<file path="src/rtl/fb_arbiter_if.sv">
// rtl/fb_arbiter_if.sv - client-side handshake bundle of the frame-buffer arbiter
interface fb_arbiter_if #(
    parameter int AW = 12,
    parameter int DW = 12
);
    logic          clr_start;
    logic          clr_busy;
    logic          clr_done;
    logic          wr_valid;
    logic          wr_ready;
    logic [AW-1:0] wr_addr;
    logic [DW-1:0] wr_data;
    logic          rd_valid;
    logic          rd_ready;
    logic [AW-1:0] rd_addr;
    logic          rd_rvalid;
    logic [DW-1:0] rd_rdata;

    modport master (
        output clr_start, wr_valid, wr_addr, wr_data, rd_valid, rd_addr,
        input  clr_busy, clr_done, wr_ready, rd_ready, rd_rvalid, rd_rdata
    );

    modport slave (
        input  clr_start, wr_valid, wr_addr, wr_data, rd_valid, rd_addr,
        output clr_busy, clr_done, wr_ready, rd_ready, rd_rvalid, rd_rdata
    );
endinterface

</file>
<file path="src/rtl/fb_arbiter.sv">
// rtl/fb_arbiter.sv - frame-buffer SRAM port owner: background clear plus read/write arbitration
module fb_arbiter #(
    parameter int            AW         = 12,
    parameter int            DW         = 12,
    parameter logic [DW-1:0] BG_COLOR   = 12'hCF0,
    parameter int            READ_BURST = 4
) (
    input  logic          clk,
    input  logic          reset,
    fb_arbiter_if.slave   bus,
    output logic          FB_CEN,
    output logic          FB_WEN,
    output logic [AW-1:0] FB_A,
    output logic [DW-1:0] FB_D,
    input  logic [DW-1:0] FB_Q
);
    typedef enum logic {
        CLEAR = 1'b0,
        RUN   = 1'b1
    } state_t;

    localparam logic [3:0] RB = 4'(READ_BURST);

    state_t        state;
    logic [AW-1:0] clr_cnt;
    logic          clr_tail;
    logic [3:0]    rd_streak;
    logic [1:0]    rd_pend;
    logic          clr_busy_q;
    logic          clr_done_q;
    logic          rd_rvalid_q;

    logic          grant_ok;
    logic          rd_wins;
    logic          rd_gnt;
    logic          wr_gnt;

    // Reads win unless a write has been held off for READ_BURST consecutive reads.
    always_comb begin
        grant_ok = (state == RUN) && !bus.clr_start;
        rd_wins  = bus.rd_valid && !(bus.wr_valid && (rd_streak == RB));
        rd_gnt   = grant_ok && rd_wins;
        wr_gnt   = grant_ok && bus.wr_valid && !rd_wins;
    end

    assign bus.rd_ready  = rd_gnt;
    assign bus.wr_ready  = wr_gnt;
    assign bus.rd_rdata  = FB_Q;
    assign bus.rd_rvalid = rd_rvalid_q;
    assign bus.clr_busy  = clr_busy_q;
    assign bus.clr_done  = clr_done_q;

    always_ff @(posedge clk or posedge reset) begin
        if (reset) begin
            state       <= CLEAR;
            clr_cnt     <= '0;
            clr_tail    <= 1'b0;
            clr_busy_q  <= 1'b1;
            clr_done_q  <= 1'b0;
            rd_streak   <= 4'd0;
            rd_pend     <= 2'b00;
            rd_rvalid_q <= 1'b0;
            FB_CEN      <= 1'b1;
            FB_WEN      <= 1'b1;
            FB_A        <= '0;
            FB_D        <= '0;
        end else begin
            clr_done_q  <= 1'b0;
            rd_pend     <= {rd_pend[0], rd_gnt};
            rd_rvalid_q <= rd_pend[1];

            if (!bus.wr_valid || wr_gnt) begin
                rd_streak <= 4'd0;
            end else if (rd_gnt && (rd_streak < RB)) begin
                rd_streak <= rd_streak + 4'd1;
            end

            case (state)
                CLEAR: begin
                    // One idle cycle after the last fill write keeps clients off the port until RUN.
                    if (clr_tail) begin
                        state      <= RUN;
                        clr_tail   <= 1'b0;
                        clr_busy_q <= 1'b0;
                        clr_done_q <= 1'b1;
                        FB_CEN     <= 1'b1;
                        FB_WEN     <= 1'b1;
                    end else begin
                        FB_CEN   <= 1'b0;
                        FB_WEN   <= 1'b0;
                        FB_A     <= clr_cnt;
                        FB_D     <= BG_COLOR;
                        clr_cnt  <= clr_cnt + 1'b1;
                        clr_tail <= (clr_cnt == '1);
                    end
                end
                RUN: begin
                    if (bus.clr_start) begin
                        state      <= CLEAR;
                        clr_busy_q <= 1'b1;
                        FB_CEN     <= 1'b1;
                        FB_WEN     <= 1'b1;
                    end else if (rd_gnt) begin
                        FB_CEN <= 1'b0;
                        FB_WEN <= 1'b1;
                        FB_A   <= bus.rd_addr;
                    end else if (wr_gnt) begin
                        FB_CEN <= 1'b0;
                        FB_WEN <= 1'b0;
                        FB_A   <= bus.wr_addr;
                        FB_D   <= bus.wr_data;
                    end else begin
                        FB_CEN <= 1'b1;
                        FB_WEN <= 1'b1;
                    end
                end
                default: state <= CLEAR;
            endcase
        end
    end
endmodule

</file>
<file path="src/flat_wrapper.sv">
// flat-port wrapper written by rule: the top's interface ports become plain ports
module fb_arbiter_flat 
#(
    parameter int            AW         = 12,
    parameter int            DW         = 12,
    parameter logic [DW-1:0] BG_COLOR   = 12'hCF0,
    parameter int            READ_BURST = 4
)
  (clk, reset, FB_CEN, FB_WEN, FB_A, FB_D, FB_Q, bus_clr_start, bus_wr_valid, bus_wr_addr, bus_wr_data, bus_rd_valid, bus_rd_addr, bus_clr_busy, bus_clr_done, bus_wr_ready, bus_rd_ready, bus_rd_rvalid, bus_rd_rdata);
  fb_arbiter_if #(.AW(AW), .DW(DW)) bus_i ();
  input  logic clk;
  input  logic reset;
  output logic FB_CEN;
  output logic FB_WEN;
  output logic [AW-1:0] FB_A;
  output logic [DW-1:0] FB_D;
  input  logic [DW-1:0] FB_Q;
  input wire logic [$bits(bus_i.clr_start)-1:0] bus_clr_start;
  input wire logic [$bits(bus_i.wr_valid)-1:0] bus_wr_valid;
  input wire logic [$bits(bus_i.wr_addr)-1:0] bus_wr_addr;
  input wire logic [$bits(bus_i.wr_data)-1:0] bus_wr_data;
  input wire logic [$bits(bus_i.rd_valid)-1:0] bus_rd_valid;
  input wire logic [$bits(bus_i.rd_addr)-1:0] bus_rd_addr;
  output wire logic [$bits(bus_i.clr_busy)-1:0] bus_clr_busy;
  output wire logic [$bits(bus_i.clr_done)-1:0] bus_clr_done;
  output wire logic [$bits(bus_i.wr_ready)-1:0] bus_wr_ready;
  output wire logic [$bits(bus_i.rd_ready)-1:0] bus_rd_ready;
  output wire logic [$bits(bus_i.rd_rvalid)-1:0] bus_rd_rvalid;
  output wire logic [$bits(bus_i.rd_rdata)-1:0] bus_rd_rdata;
  assign bus_i.clr_start = bus_clr_start;
  assign bus_i.wr_valid = bus_wr_valid;
  assign bus_i.wr_addr = bus_wr_addr;
  assign bus_i.wr_data = bus_wr_data;
  assign bus_i.rd_valid = bus_rd_valid;
  assign bus_i.rd_addr = bus_rd_addr;
  assign bus_clr_busy = bus_i.clr_busy;
  assign bus_clr_done = bus_i.clr_done;
  assign bus_wr_ready = bus_i.wr_ready;
  assign bus_rd_ready = bus_i.rd_ready;
  assign bus_rd_rvalid = bus_i.rd_rvalid;
  assign bus_rd_rdata = bus_i.rd_rdata;
  fb_arbiter #(.AW(AW), .DW(DW), .BG_COLOR(BG_COLOR), .READ_BURST(READ_BURST)) u_core (.clk(clk), .reset(reset), .bus(bus_i), .FB_CEN(FB_CEN), .FB_WEN(FB_WEN), .FB_A(FB_A), .FB_D(FB_D), .FB_Q(FB_Q));
endmodule
</file>
<file path="config.mk">
export PLATFORM = sky130hd
export DESIGN_NAME = fb_arbiter_flat
export DESIGN_NICKNAME = d
export VERILOG_FILES = /design/src/rtl/fb_arbiter_if.sv /design/src/rtl/fb_arbiter.sv /design/src/flat_wrapper.sv
export SDC_FILE = /design/constraint.sdc
export NUM_CORES = 1
export LEC_CHECK = 0
export BUFFER_PORTS_ARGS = -buffer_cell sky130_fd_sc_hd__buf_4
export CORE_MARGIN = 5
export CORE_UTILIZATION = 47
export DETAILED_ROUTE_END_ITERATION = 10
export PLACE_DENSITY = 0.79
export SLEW_MARGIN = 20
export SYNTH_ARGS = -nofsm -noshare
export SYNTH_HDL_FRONTEND = slang
export SYNTH_SLANG_ARGS = --single-unit
</file>
<file path="constraint.sdc">
create_clock -name clk -period 2.2 [get_ports clk]
set_clock_uncertainty 0.2 [all_clocks]
set_input_delay 0.44 -clock clk [delete_from_list [all_inputs] [get_ports clk]]
set_output_delay 0.44 -clock clk [all_outputs]
set_load 0.05 [all_outputs]
</file>
==> impl_metrics.json, run 1 <==
{
  "dieArea_um2": 6246,
  "layout.nets": 339,
  "path_class": "reg2out",
  "rsz0062_at_grt": "yes",
  "grt_antenna_before_repair": 0,
  "synth-xor-area-share_pct": 4.693,
  "cp_max_fo": 3,
  "tightest_slew_ns": 0.5793,
  "drive_gt1_share_pct": 34.86,
  "cap_violations": 0,
  "fin_crit_ns": 2.191,
  "syn_area_per_cell_um2": 10.56,
  "die_h_um": 79.03,
  "fmax_mhz": 456.3,
  "cts-root-buf": "clkbuf_8",
  "drc": 0,
  "worstPathCellList": "inv_1 -> ha_2 -> nand4b_4 -> a211oi_4 -> buf_6",
  "placed_area_um2": 2764,
  "holdPathStages": 3,
  "synth_mux_area_share_pct": 5.866,
  "ant_nets": 0,
  "finalSetupViolCount": 0,
  "fin_cells": 338,
  "cts.sinks": 49,
  "p_leak_nw": 1.453,
  "synth-compound-area-share_pct": 10.61,
  "ios": 96,
  "path_clk_slew_ns": 0.08,
  "overflow": 0,
  "grt_pass1_vias": 1762,
  "cts_tree": "yes",
  "num_vias": 1726,
  "area_growth_pct": 29.72,
  "final_cell_area_um2": 2905,
  "cp_num_cells": 5,
  "synth_cell_types": 33,
  "critPathSlowestCell": "dfrtp_1",
  "h-tree-depth": 2,
  "dr.first_iter.drc_count": 109,
  "timing.final.crit_share_pct": 99.61,
  "synthAdderAreaFrac_pct": 1.676,
  "cp_slowest_stage_delay_ns": 0.39,
  "grt_pass1_wl_um": 7914,
  "cts_buffers": 5,
  "status": "finished, final reports clean",
  "drtPass1Iterations": 4,
  "place.gp.congestion": 0.8301,
  "vias_per_cell": 5.107,
  "initial_utilization_pct": 48.05,
  "grt_use_total_pct": 15.88,
  "grt_start_max_net_pins": 28,
  "io_buffers": 71,
  "wl_per_cell_um": 14.01,
  "vdd_drop_max_mv": 0.2976,
  "slew_viol_final": 0,
  "yosysWarningCount": 0,
  "clock_latency_ns": 0.29,
  "critPathTopFamily": "flip-flops",
  "rows": 25,
  "crit_arrival_ns": 1.55,
  "seq_area_frac_synth_pct": 54.92,
  "hold_viol": 0,
  "synth-seq-cells": 49,
  "synthCells": 212,
  "core-area_um2": 4661,
  "syn_area_um2": 2240,
  "antenna_cells": 0,
  "critPathCaptureType": "primary output",
  "start_kind": "flip-flop",
  "dp.cells": 323,
  "reg2reg_depth": 7,
  "crit_buf_inv": 2,
  "die_w_um": 79.03,
  "wirelength_um": 4736,
  "dp_hpwl_um": 3597,
  "cp.required_ns": 1.56,
  "clk_path_buf_depth": 2,
  "synth-simple-area-share_pct": 15.25,
  "hold_path_class": "in2reg",
  "synth_top_family_by_area": "simple AND/OR/NAND/NOR gates",
  "slew_headroom_pct": 61.24,
  "power_density_nw_per_um2": 514.8,
  "synth_nets": 268
}
-- final cells by class --
type / count / area, um^2
well taps: 54 / 67.56
multi-input cells: 137 / 855.8
inverters: 6 / 22.52
clock buffers: 8 / 80.08
repair buffers: 84 / 649.4
fillers: 386 / 1755
flip-flops and latches: 49 / 1230
-- logic make-up (layout without fill, tap and decap cells) --
group | after synthesis | after routing
AOI/OAI and AO/OA | 40 | 40
adders and majority gates | 3 | 3
buffers and inverters | 26 | 98
DFF | 49 | 49
and+or+nand+nor | 69 | 69
muxes | 13 | 13
xor gates and xnor gates | 12 | 12
-- power breakdown --
part,switching [mW],total [mW],internal [mW]
clock,0.263,0.489,0.226
sequential,0.0000000000000000462,0.900,0.900
combinational,0.0435,0.107,0.0631
-- final timing paths --
kind	startpoint	to	slack, ns
setup / recovery	u_core.rd_streak[1]	bus_wr_ready	0.009
hold / removal	bus_wr_data[10]	u_core.FB_D[10]	0.15
setup reg to reg	u_core.rd_streak[1]	u_core.FB_A[2]	0.26
hold reg to reg	u_core.rd_pend[1]	u_core.bus.rd_rvalid	0.15
max in group asynchronous	reset	u_core.FB_CEN	0.67
min in group asynchronous	reset	u_core.FB_D[6]	0.54
-- Yosys cell counts --
| cell type | n | area, um^2 |
|---|---|---|
| a211oi_4 | 1 | 20.02 |
| a21o_1 | 1 | 7.510 |
| a21oi_1 | 12 | 60.06 |
| a221o_1 | 1 | 10.01 |
| a31oi_1 | 1 | 6.260 |
| and3_1 | 1 | 6.260 |
| buf_2 | 5 | 25.02 |
| buf_4 | 14 | 105.1 |
| clkbuf_1 | 1 | 3.750 |
| dfrtp_1 | 46 | 1151 |
| dfstp_2 | 3 | 78.83 |
| ha_1 | 3 | 37.54 |
| inv_1 | 6 | 22.52 |
| mux2_1 | 1 | 11.26 |
| mux2i_1 | 12 | 120.1 |
| nand2_1 | 30 | 112.6 |
| nand2b_1 | 1 | 6.260 |
| nand2b_2 | 1 | 8.760 |
| nand3_1 | 2 | 10.01 |
| nand3b_2 | 1 | 11.26 |
| nand4_1 | 4 | 25.02 |
| nand4b_4 | 1 | 23.77 |
| nor2_1 | 19 | 71.32 |
| nor2b_1 | 2 | 12.51 |
| nor3_1 | 4 | 20.02 |
| nor3b_2 | 1 | 12.51 |
| nor4b_2 | 1 | 15.01 |
| o21ai_0 | 12 | 60.06 |
| o21ai_1 | 1 | 5.000 |
| o22ai_1 | 11 | 68.82 |
| or2_1 | 1 | 6.260 |
| xnor2_1 | 8 | 70.07 |
| xor2_1 | 4 | 35.03 |
-- cell usage in the layout, fill, tap and decap left out, drive strengths merged, types with 6 or more instances in the layout --
cell type  Yosys  layout
a21oi         12      12
clkbuf         1       8
buf           19      83
xnor2          8       8
dfrtp         46      46
o22ai         11      11
nor2          19      19
nand2         30      30
inv            6       6
mux2i         12      12
o21ai         13      13
-- sequential cells by signal, summed over array words and instances, names as in the netlist --
| name | cells |
|---|---|
| u_core.FB_D | 12 |
| u_core.bus.rd_rvalid | 1 |
| u_core.state | 1 |
| u_core.rd_streak | 4 |
| u_core.bus.clr_done | 1 |
| u_core.clr_tail | 1 |
| u_core.FB_CEN | 1 |
| u_core.FB_WEN | 1 |
| u_core.bus.clr_busy | 1 |
| u_core.clr_cnt | 12 |
| u_core.FB_A | 12 |
| u_core.rd_pend | 2 |
-- metrics by stage --
step                      worst slack [ns]  utilization (%)  hold WS (ns)  total power [mW]  setup TNS [ns]
final                             0.008644            62.34        0.1470             1.496               0
after global placement              0.2051            59.30        0.1347             1.023               0
after global routing              -0.07661            62.34        0.1467             1.561        -0.07661
after CTS                         0.009080            61.80        0.1322             1.523               0
after detailed placement            0.2348            59.30        0.1355             1.025               0
after floorplan                     0.1969                -        0.1312             1.013               0
-- routing by layer --
layer  share of wire, %  up-vias  global-route usage [%]
met1                 40      817                   18.88
met3                7.5        6                   4.422
met4               0.93        0                   4.811
met2                 52       52                   27.86
li1                   -      851                       -
met5                  0        -                       0
-- worst min-delay path, cell delays in order --
cell	delay, ns
buf_4	0.08
nand2_1	0.03
o21ai_0	0.06
-- timing repair --
item | CTS | global route
setup buffers | 3 | 3
resized for setup | 1 | 1
hold buffers | 1 | 0
gates cloned | 0 | 0
endpoints found under the hold margin | 20 | 0
setup endpoints to repair | 1 | 1
pin swaps | 1 | 1
Note: power is estimated with default switching activity, not from simulation.
==> run 2: changes to the inputs <==
- SETUP_SLACK_MARGIN: not set -> 0.4
==> run 2 against run 1 <==
- hold slack worse by 0.014 ns
- die area unchanged
- cell area up 2.8%
- via count up 0.17%
- power up 3.2%
- critical path depth unchanged
- largest cell class unchanged
- largest power group unchanged
==> impl_metrics.json, run 2 (synthesized netlist as in run 1, its figures left out) <==
{
  "status": "finished, final reports clean",
  "fin_crit_ns": 2.152,
  "path_class": "reg2out",
  "vdd_drop_max_mv": 0.3750,
  "top_regs": "u_core.FB_A: 12 flops, u_core.FB_D: 12 flops, u_core.clr_cnt: 12 flops",
  "layout.nets": 341,
  "wirelength_um": 4849,
  "dp_hpwl_um": 3565,
  "dp_slack_ns": 0.2502,
  "rsz0062_at_grt": "yes",
  "crit_arrival_ns": 1.51,
  "p_int_mw": 1.198,
  "grt_use_total_pct": 16.72,
  "finalSetupViolCount": 0,
  "comb_power_share_pct": 7.8,
  "fmax_mhz": 464.6,
  "tightest_slew_ns": 0.6213,
  "cp.required_ns": 1.56,
  "vias_per_cell": 5.085,
  "area_growth_pct": 33.41,
  "register_area_um2": 1230,
  "power_density_nw_per_um2": 516.5,
  "cap_violations": 0,
  "dr.first_iter.drc_count": 88,
  "num_vias": 1729,
  "dp.cells": 324,
  "fin_hold_ws_ns": 0.1329,
  "overflow": 0,
  "clk_path_buf_depth": 2,
  "layout_common_cells": "buf_4, dfrtp_1, nand2_1",
  "cts_buffers": 5,
  "grt_pass1_vias": 1799,
  "switchingPower_mw": 0.3448,
  "h-tree-depth": 2,
  "drtPass1Iterations": 4,
  "seq_power_share_pct": 58.3,
  "cts.sinks": 49,
  "multiInputGateArea_um2": 885.9,
  "die_h_um": 79.03,
  "dieArea_um2": 6246,
  "power_frac_clock_pct": 33.9,
  "cts_tree": "yes",
  "die_w_um": 79.03,
  "rows": 25,
  "slew_viol_final": 0,
  "drc": 0,
  "grt_antenna_before_repair": 0,
  "cp_max_fo": 2,
  "grt_pass1_wl_um": 8259,
  "fill_cells": 395,
  "cts-root-buf": "clkbuf_8",
  "path_clk_slew_ns": 0.09,
  "timing.final.crit_share_pct": 97.84,
  "slew_headroom_pct": 58.43,
  "antenna_cells": 0,
  "hold_path_class": "in2reg",
  "power.share.switching_pct": 22.34,
  "met3WireLength_um": 303,
  "drive_gt1_share_pct": 38.11,
  "io_buffers": 71,
  "p_leak_nw": 1.471,
  "start_kind": "flip-flop",
  "fin_ws_ns": 0.04761,
  "ios": 96,
  "critPathCaptureType": "primary output",
  "core-area_um2": 4661,
  "ant_nets": 0,
  "final_common_cell": "buf_4",
  "place.gp.congestion": 0.8420,
  "wl_per_cell_um": 14.26,
  "grt_start_max_net_pins": 26,
  "clock_latency_ns": 0.30,
  "hold_viol": 0,
  "fin_cells": 340,
  "met1Wirelength_um": 1985,
  "routed.top_layer": "met4",
  "initial_utilization_pct": 48.05,
  "met2_length_um": 2489
}
-- run 2: cell count changes in the layout (fill, tap and decap cells not counted), sizes merged --
cell,previous run,this run
clkbuf,8,5
buf,83,85
clkinvlp,0,2
clkinv,0,1
-- run 2: layer usage --
metal	global-route usage [%]	vias up
met4	4.639	0
li1	-	853
met3	4.989	9
met2	29.12	59
met1	20.04	808
met5	0	-
-- run 2: through the flow --
stage	power [mW]	setup TNS [ns]	util (%)	instance area [um^2]
3_3_place_gp	1.023	0	59.36	2766
4_1_cts	1.569	0	63.62	2965
5_1_grt	1.611	-0.04359	64.11	2988
2_1_floorplan	1.014	0	-	2251
6_report	1.543	0	64.11	2988
3_5_place_dp	1.024	0	59.36	2766
-- run 2: layout make-up --
| type | instances | share of cell area [%] |
|---|---|---|
| sequential | 49 | 41.16 |
| multi-input combinational | 137 | 29.65 |
| timing repair buffer | 86 | 23.03 |
| clock buffer | 5 | 2.303 |
| tap | 54 | 2.261 |
| inverter | 6 | 0.8794 |
| clock inverter | 3 | 0.7119 |
-- run 2: repair_timing --
| action | 4_1_cts | 5_1_grt |
|---|---|---|
| setup buffers | 4 | 2 |
| pin swaps | 2 | 1 |
| hold buffers | 1 | 0 |
| hold endpoints to repair | 13 | 0 |
| setup endpoints to repair | 11 | 28 |
| gates resized for setup | 8 | 4 |
| gates cloned | 1 | 0 |
-- run 2: worst max-delay path: stages (launching register included) --
cell and delay (ns):
dfrtp_1 0.39, inv_1 0.06, ha_2 0.18, nand4b_4 0.11, a211oi_4 0.26, buf_6 0.20
-- run 2: path summary, 6_finish.rpt --
kind / cells after the start / from / slack [ns] / to
max in group asynchronous: 4 / reset / 0.78 / u_core.FB_A[11]
hold / removal: 3 / bus_wr_data[9] / 0.13 / u_core.FB_D[9]
setup reg to reg: 8 / u_core.rd_streak[1] / 0.11 / u_core.FB_A[2]
hold reg to reg: 0 / u_core.rd_pend[0] / 0.15 / u_core.rd_pend[1]
setup / recovery: 5 / u_core.rd_streak[1] / 0.05 / bus_wr_ready
min in group asynchronous: 3 / reset / 0.47 / u_core.FB_D[7]
-- run 2: power by group through the flow --
stage | combinational, mW | clock [mW] | sequential (mW)
final | 0.120 | 0.523 | 0.900
after detailed placement | 0.107 | 0 | 0.918
after floorplan | 0.0959 | 0 | 0.918
after global routing | 0.133 | 0.578 | 0.900
after global placement | 0.105 | 0 | 0.918
after CTS | 0.122 | 0.546 | 0.900
==> run 3: changes to the inputs <==
- CAP_MARGIN: not set -> 0
- MAX_ROUTING_LAYER: not set -> met4
==> run 3 against run 2 <==
- maximum frequency is essentially flat
- critical endpoint unchanged
- hold slack gained 0.00078 ns
- first-iteration DRC count grew 24%
- sequential power is essentially flat
- routed wire length grew 0.35%
- register-to-register slack is essentially flat
- combinational power is essentially flat
==> impl_metrics.json, run 3 (synthesized netlist as in run 1, its figures left out) <==
{
  "rsz0062_at_grt": "yes",
  "final_cell_area_um2": 2988,
  "clk_path_buf_depth": 2,
  "drtPass1Iterations": 4,
  "grt_pass1_vias": 1796,
  "wl_per_cell_um": 14.31,
  "die_h_um": 79.03,
  "top_regs": "u_core.FB_A: 12 flops, u_core.FB_D: 12 flops, u_core.clr_cnt: 12 flops",
  "placed_area_um2": 2766,
  "place.gp.congestion": 0.8551,
  "met3_usage_pct": 4.422,
  "layout.nets": 341,
  "grt_start_max_net_pins": 26,
  "use_met2_pct": 29.04,
  "grt_antenna_before_repair": 0,
  "cp_max_fo": 2,
  "tightest_slew_ns": 0.5748,
  "fmax_mhz": 464.6,
  "register_area_um2": 1230,
  "dp_hpwl_um": 3565,
  "top_usage_layer": "met2",
  "cts_buffers": 5,
  "drc": 0,
  "crit_arrival_ns": 1.51,
  "min_from": "bus_wr_data[9]",
  "fin_hold_ws_ns": 0.1336,
  "wirelength_um": 4866,
  "cts.sinks": 49,
  "die_w_um": 79.03,
  "fin_crit_ns": 2.152,
  "r2r_start": "u_core.rd_streak[1]",
  "clock_latency_ns": 0.30,
  "dieArea_um2": 6246,
  "total_power_mw": 1.544,
  "cts-root-buf": "clkbuf_8",
  "path_class": "reg2out",
  "critPathLaunch": "u_core.rd_streak[1]",
  "cap_violations": 0,
  "layout_common_cells": "buf_4, dfrtp_1, nand2_1",
  "num_vias": 1734,
  "ant_nets": 0,
  "core-area_um2": 4661,
  "start_kind": "flip-flop",
  "ios": 96,
  "antenna_cells": 0,
  "hold_path_class": "in2reg",
  "cp.required_ns": 1.56,
  "vias_per_cell": 5.100,
  "slew_viol_final": 0,
  "drive_gt1_share_pct": 38.11,
  "grt_pass1_wl_um": 8266,
  "ff2ff_setup_slack_ns": 0.11,
  "slew_headroom_pct": 61.54,
  "hold_viol": 0,
  "final_common_cell": "buf_4",
  "vdd_drop_max_mv": 0.3747,
  "grt_use_total_pct": 17.20,
  "fill_cells": 395,
  "area_growth_pct": 33.41,
  "initial_utilization_pct": 48.05,
  "cts_tree": "yes",
  "dr.first_iter.drc_count": 109,
  "fin_ws_ns": 0.04762,
  "critPathCaptureType": "primary output",
  "dp_slack_ns": 0.2502,
  "p_leak_nw": 1.471,
  "io_buffers": 71,
  "status": "finished, final reports clean",
  "multiInputGateArea_um2": 885.9,
  "rows": 25,
  "path_clk_slew_ns": 0.09,
  "use_met1_pct": 20.56,
  "timing.final.crit_share_pct": 97.84,
  "power_density_nw_per_um2": 516.6,
  "overflow": 0,
  "fin_setup_tns_ns": 0,
  "h-tree-depth": 2,
  "finalSetupViolCount": 0
}
[run 3: layer usage]
| layer | vias up | share of wire, % |
|---|---|---|
| met3 | 9 | 6.4 |
| met2 | 58 | 52 |
| met5 | - | 0 |
| met1 | 815 | 40 |
| met4 | 0 | 1.4 |
| li1 | 852 | - |
[run 3: report_power, final]
part                  switching (mW)  internal, mW  total (mW)
clock                          0.298         0.226       0.523
sequential     0.0000000000000000448         0.900       0.900
combinational                 0.0476        0.0728       0.120
total                          0.345          1.20        1.54
[run 3: what timing repair did]
item | 4_1_cts | 5_1_grt
buffers inserted | 4 | 2
endpoints found under the setup margin | 11 | 28
hold endpoints to repair | 13 | 0
pin swaps | 2 | 1
hold buffers | 1 | 0
gates resized for setup | 8 | 4
cloned | 1 | 0
[run 3: cell type report]
type | instances | area share, %
flip-flops and latches | 49 | 41.16
well taps | 54 | 2.261
inverters | 6 | 0.8794
repair buffers | 86 | 23.03
clock inverters | 3 | 0.7119
clock buffers | 5 | 2.303
multi-input cells | 137 | 29.65
[run 3: worst max-delay path, cell delays in order, from the launching register on]
cell and delay (ns):
dfrtp_1 0.39, inv_1 0.06, ha_2 0.18, nand4b_4 0.11
a211oi_4 0.27, buf_6 0.20
[run 3: final timing paths]
| check | end | depth (start not counted) |
|---|---|---|
| worst max-delay path | bus_wr_ready | 5 |
| min in group asynchronous | u_core.FB_D[7] | 3 |
| worst max register to register | u_core.FB_A[2] | 8 |
| max in group asynchronous | u_core.FB_A[11] | 4 |
| worst min-delay path | u_core.FB_D[9] | 3 |
| worst min register to register | u_core.rd_pend[1] | 0 |
[run 3: metrics by stage]
step,util [%],std cells
2_1_floorplan,-,212
3_3_place_gp,59.36,324
3_5_place_dp,59.36,324
4_1_cts,63.62,338
5_1_grt,64.11,340
6_report,64.11,340
